**src/rtl/pipe_stage_ctrl.sv**
```systemverilog
`default_nettype none
// ============================================================================
// Module      : pipe_stage_ctrl
// Description : Valid/payload pipeline register chain with per-stage stall,
//               flush and bubble collapse. Optional perf counters under
//               PIPE_STAGE_CTRL_PERF_EN.
// Revision    : 1.0
// ============================================================================
module pipe_stage_ctrl #(
  parameter int WIDTH  = 32,
  parameter int STAGES = 4
) (
  input  logic                      clk,
  input  logic                      rst_n,
  input  logic                      in_valid,
  input  logic [WIDTH-1:0]          in_data,
  output logic                      in_ready,
  input  logic [STAGES-1:0]         stall_i,
  input  logic [STAGES-1:0]         flush_i,
  output logic [STAGES-1:0]         stage_valid,
  output logic [STAGES*WIDTH-1:0]   stage_data,
  output logic                      out_valid,
  output logic [WIDTH-1:0]          out_data,
  output logic [31:0]               perf_stall_cnt,
  output logic [31:0]               perf_flush_cnt
);

  logic [STAGES-1:0] r_valid;
  logic [WIDTH-1:0]  r_data [STAGES];
  logic [STAGES-1:0] w_live;
  logic [STAGES-1:0] w_hold;
  logic [STAGES-1:0] w_src_valid;

  assign w_live = r_valid & ~flush_i;

  // Hold propagates from the tail toward stage 0; an empty or flushed
  // stage breaks the chain so upstream items collapse into it.
  always_comb begin
    w_hold = '0;
    w_hold[STAGES-1] = w_live[STAGES-1] & stall_i[STAGES-1];
    for (int k = STAGES-2; k >= 0; k--) begin
      w_hold[k] = w_live[k] & (stall_i[k] | w_hold[k+1]);
    end
  end

  always_comb begin
    w_src_valid = '0;
    w_src_valid[0] = in_valid;
    for (int k = 1; k < STAGES; k++) begin
      w_src_valid[k] = w_live[k-1] & ~w_hold[k-1];
    end
  end

  always_ff @(posedge clk or negedge rst_n) begin
    if (!rst_n) begin
      r_valid <= '0;
      for (int k = 0; k < STAGES; k++) begin
        r_data[k] <= '0;
      end
    end else begin
      for (int k = 0; k < STAGES; k++) begin
        if (flush_i[k]) begin
          r_valid[k] <= 1'b0;
        end else if (!w_hold[k]) begin
          r_valid[k] <= w_src_valid[k];
          if (w_src_valid[k]) begin
            r_data[k] <= (k == 0) ? in_data : r_data[(k == 0) ? 0 : k-1];
          end
        end
      end
    end
  end

  generate
    for (genvar g = 0; g < STAGES; g++) begin : g_pack
      assign stage_data[g*WIDTH +: WIDTH] = r_data[g];
    end
  endgenerate

  assign in_ready    = ~w_hold[0];
  assign stage_valid = r_valid;
  assign out_valid   = r_valid[STAGES-1];
  assign out_data    = r_data[STAGES-1];

`ifdef PIPE_STAGE_CTRL_PERF_EN
  logic [31:0] r_stall_cnt;
  logic [31:0] r_flush_cnt;
  logic [31:0] w_kill_cnt;
  logic [32:0] w_flush_sum;

  always_comb begin
    w_kill_cnt = '0;
    for (int k = 0; k < STAGES; k++) begin
      w_kill_cnt = w_kill_cnt + {31'd0, r_valid[k] & flush_i[k]};
    end
    w_flush_sum = {1'b0, r_flush_cnt} + {1'b0, w_kill_cnt};
  end

  // Both counters saturate rather than wrap.
  always_ff @(posedge clk or negedge rst_n) begin
    if (!rst_n) begin
      r_stall_cnt <= '0;
      r_flush_cnt <= '0;
    end else begin
      if (in_valid && !in_ready && (r_stall_cnt != 32'hFFFF_FFFF)) begin
        r_stall_cnt <= r_stall_cnt + 32'd1;
      end
      r_flush_cnt <= w_flush_sum[32] ? 32'hFFFF_FFFF : w_flush_sum[31:0];
    end
  end

  assign perf_stall_cnt = r_stall_cnt;
  assign perf_flush_cnt = r_flush_cnt;
`else
  assign perf_stall_cnt = 32'h0;
  assign perf_flush_cnt = 32'h0;
`endif

endmodule
`default_nettype wire
```
**config.mk**
```make
export PLATFORM = sky130hd
export DESIGN_NAME = pipe_stage_ctrl
export DESIGN_NICKNAME = d
export VERILOG_FILES = /design/src/rtl/pipe_stage_ctrl.sv
export SDC_FILE = /design/constraint.sdc
export NUM_CORES = 1
export LEC_CHECK = 0
export CAP_MARGIN = 40
export CORE_ASPECT_RATIO = 0.6
export CORE_MARGIN = 2
export CORE_UTILIZATION = 65
export DETAILED_ROUTE_END_ITERATION = 6
export DONT_BUFFER_PORTS = 1
export GPL_TIMING_DRIVEN = 0
export PLACE_DENSITY = 0.81
export SLEW_MARGIN = 25
export SYNTH_ARGS = -nofsm -noshare
export SYNTH_HDL_FRONTEND = slang
export SYNTH_SLANG_ARGS = --single-unit
```
**constraint.sdc**
```tcl
create_clock -name clk -period 2.4 [get_ports clk]
set_clock_uncertainty 0.1 [all_clocks]
set_input_delay 0.24 -clock clk [delete_from_list [all_inputs] [get_ports clk]]
set_output_delay 0.24 -clock clk [all_outputs]
set_load 0.02 [all_outputs]
```
==> results of run 1 <==
-- sequential cells by signal (all words and copies together), names as in the netlist --
signal	flops
stage_valid	4
out_data	32
stage_data	96
-- worst min-delay path by stage --
| stage | startpoint | end | slack, ns | cells past startpoint |
|---|---|---|---|---|
| finish | rst_n | stage_data[57]$_DFFE_PN0P_ | -0.58 | 0 |
| global placement | rst_n | out_data[22]$_DFFE_PN0P_ | -0.15 | 0 |
| detailed placement | rst_n | out_data[22]$_DFFE_PN0P_ | -0.15 | 0 |
| CTS | rst_n | out_data[23]$_DFFE_PN0P_ | -0.59 | 0 |
| floorplan | rst_n | out_data[0]$_DFFE_PN0P_ | -0.16 | 0 |
| global route | rst_n | out_data[22]$_DFFE_PN0P_ | -0.60 | 0 |
-- metrics by stage --
| stage | hold WS [ns] | cells | worst slack, ns | area (um2) |
|---|---|---|---|---|
| floorplan | -0.156 | 539 | 0.672 | 6370 |
| global placement | -0.154 | 669 | 0.471 | 6530 |
| detailed placement | -0.154 | 669 | 0.442 | 6530 |
| CTS | -0.589 | 739 | 0.0175 | 7500 |
| global route | -0.597 | 739 | 0.00150 | 7510 |
| finish | -0.579 | 739 | 0.0978 | 7510 |
-- synth_stat cells --
cell	n	share of area, %
dfrtp_1	132	54
buf_4	98	12
mux2_4	50	12
mux2_2	46	8.4
nand2_1	36	2.2
o21ai_0	32	2.6
o22ai_1	32	3.3
clkbuf_1	10	0.61
buf_2	7	0.57
buf_6	6	1.1
nand2b_1	4	0.41
inv_1	2	0.12
nor3_1	2	0.16
nor3_2	2	0.33
a211oi_1	1	0.12
a21o_1	1	0.12
a21oi_1	1	0.082
and3b_1	1	0.14
clkbuf_2	1	0.082
conb_1	1	0.061
nand2_2	1	0.10
nand3b_1	1	0.12
nor2_1	1	0.061
nor2b_1	1	0.10
nor2b_2	1	0.14
o21a_1	1	0.12
o21ai_1	1	0.082
o21ai_2	1	0.14
o21ai_4	1	0.27
o21ba_2	1	0.16
o31ai_1	1	0.12
-- power by group --
part,switching (mW),total (mW),internal [mW]
Combinational,0.272,0.682,0.410
Clock,0.993,2.56,1.56
Sequential,0.646,3.13,2.49
-- cells by family (layout without fill, tap and decap cells) --
family / Yosys count / count (layout) / synth area share (%)
flops: 132 / 132 / 53.9
buf+inv: 124 / 194 / 14.5
other cells: 1 / 64 / 0.0612
mux: 96 / 96 / 20.7
compound gates: 73 / 73 / 7.10
simple gates: 50 / 50 / 3.78
-- placed cells by master, fill, tap and decap left out, types with 5 or more instances in the layout --
cell,n
mux2_4,50
o21ai_0,32
buf_6,6
clkinvlp_4,5
nand2_1,36
conb_1,64
mux2_2,46
dfrtp_1,130
clkbuf_16,17
buf_2,7
dlygate4sd3_1,38
clkbuf_1,10
o22ai_1,32
buf_4,98
-- area by class of cell --
cell class                      count  area share [%]
Multi-Input combinational cell    283            29.0
Clock buffer                       18            5.85
Sequential cell                   132            44.0
Clock inverter                     14            2.07
Inverter                            2          0.0999
Tap cell                          130            2.17
Timing Repair Buffer               38            5.06
Buffer                            122            11.7
-- repair_timing --
item                                   in CTS  in global routing
endpoints found under the hold margin     168                132
resized for setup                           0                  3
buffers inserted                            0                  0
setup endpoints to repair                   0                  1
-- critical path: cells and delay by family (launching register included) --
kind	cells	cell delay, ns
DFF	1	0.52
AOI/OAI and AO/OA	2	0.48
and+or+nand+nor	1	0.18
buffers and inverters	2	0.38
-- layer usage --
metal / wire, um / GRT usage, % / vias up
li1: - / - / 1731
met1: 5880 / 35.9 / 2032
met2: 7570 / 48.4 / 230
met3: 1320 / 11.1 / 28
met4: 310 / 10.3 / 0
met5: 0 / 0 / -
==> flow_summary.ini, run 1 <==
[status]
outcome = finished, violations left
violations = hold timing

[pwr]
p_per_area_mw_per_mm2 = 848
power_mw = 6.37
vdd_ir_drop_max_uv = 556
p_leak_nw = 3.96

[clock_tree]
clk_pin_slew_ns = 0.06
cts_inserted_buffers = 17
htree_levels = 4
holdBufCountCts = 38
ctsLongestPathBuffers = 2
cts_tree = done
worstSkewPairLatency_ns = 0.41
cts-root-buf = clkbuf_16
cts.sink_count = 132

[critical_path]
critPathMaxStageDelay_ns = 0.52
criticalPathCategory = flop to output port
crit_arrival_ns = 1.96
r2r_cells = 5
cp_max_fo = 10
reg2reg_setup_slack_ns = 0.44
endpoint_kind = output port
cpMaxStageDelayCell = dfrtp_1
critPathLaunchType = flop
path_cells = nand3b_1 -> a21oi_1 -> o21a_1 -> buf_4 -> inv_1
r2r-end = stage_data[13]$_DFFE_PN0P_
worstReg2RegStart = stage_valid[3]$_DFFE_PN0P_
startpoint = stage_valid[3]$_DFFE_PN0P_
endpoint = in_ready
crit_required_ns = 2.06

[timing]
rsz0062_at_grt = no
period_share_pct = 95.9
drv_slew = 0
worst_slew_pin_slew_ns = 0.546
slew_headroom_pct = 63.6
holdWs_ns = -0.579
tns_ns = 0
setup_viol = 0
fmax_ghz = 0.434
hold_viol = 132
layout_min_cycle_time_ns = 2.30

[floorplanning]
ios = 273
die_y_um = 79.2
chipWidth_um = 129
dieArea_mm2 = 0.0103
initial_utilization_pct = 67.0
core_area_mm2 = 0.00916
std_cell_rows = 27

[detailed_routing]
wl_per_cell_um = 20.4
dr.pass1.iters = 5
vias = 4021
drt-total-wl_mm = 15.1
drt_iter0_markers = 319
drc = 0
routed_via_density = 5.44
drtAntennaViolNets = 0

[min_path]
hold_path_class = input port to async pin

[logic_synthesis]
syn_area_mm2 = 0.00613
post_synth.cell_area_avg_um2 = 12.9
yosys_warnings = 0
syn-instance-count = 476
yosysSeqAreaShare_pct = 53.9
synth-seq-cells = 132
synthDistinctLibCells = 31

[cells_and_area]
nets = 639
fillCellCount = 516
regArea_mm2 = 0.00331
diodes = 0
multi_input_area_mm2 = 0.00218
drive_gt1_share_pct = 40.9
area_growth_pct = 22.5
post-route-util_pct = 82.1

[global_routing]
grt_pass1_vias = 3995
track_usage_pct = 29.4
grt_pass1_wl_mm = 22.3
grt_max_degree = 133
antenna_found_initial = 0
grt_overflow_total = 0

[place]
place.gp.congestion = 0.850
post-dp-hpwl_mm = 10.2
port_buffers = 0

[job]
drv_cap = 0
Note: power is estimated with default switching activity, not from simulation.
==> inputs of run 2 (changes only) <==
--- a/config.mk
+++ b/config.mk
@@ -13,6 +13,7 @@
 export DONT_BUFFER_PORTS = 1
 export GPL_TIMING_DRIVEN = 0
 export PLACE_DENSITY = 0.81
+export RECOVER_POWER = 25
 export SLEW_MARGIN = 25
 export SYNTH_ARGS = -nofsm -noshare
 export SYNTH_HDL_FRONTEND = slang
==> results of run 2 <==
Final layout, timing and power as in run 1 (identical DEF).
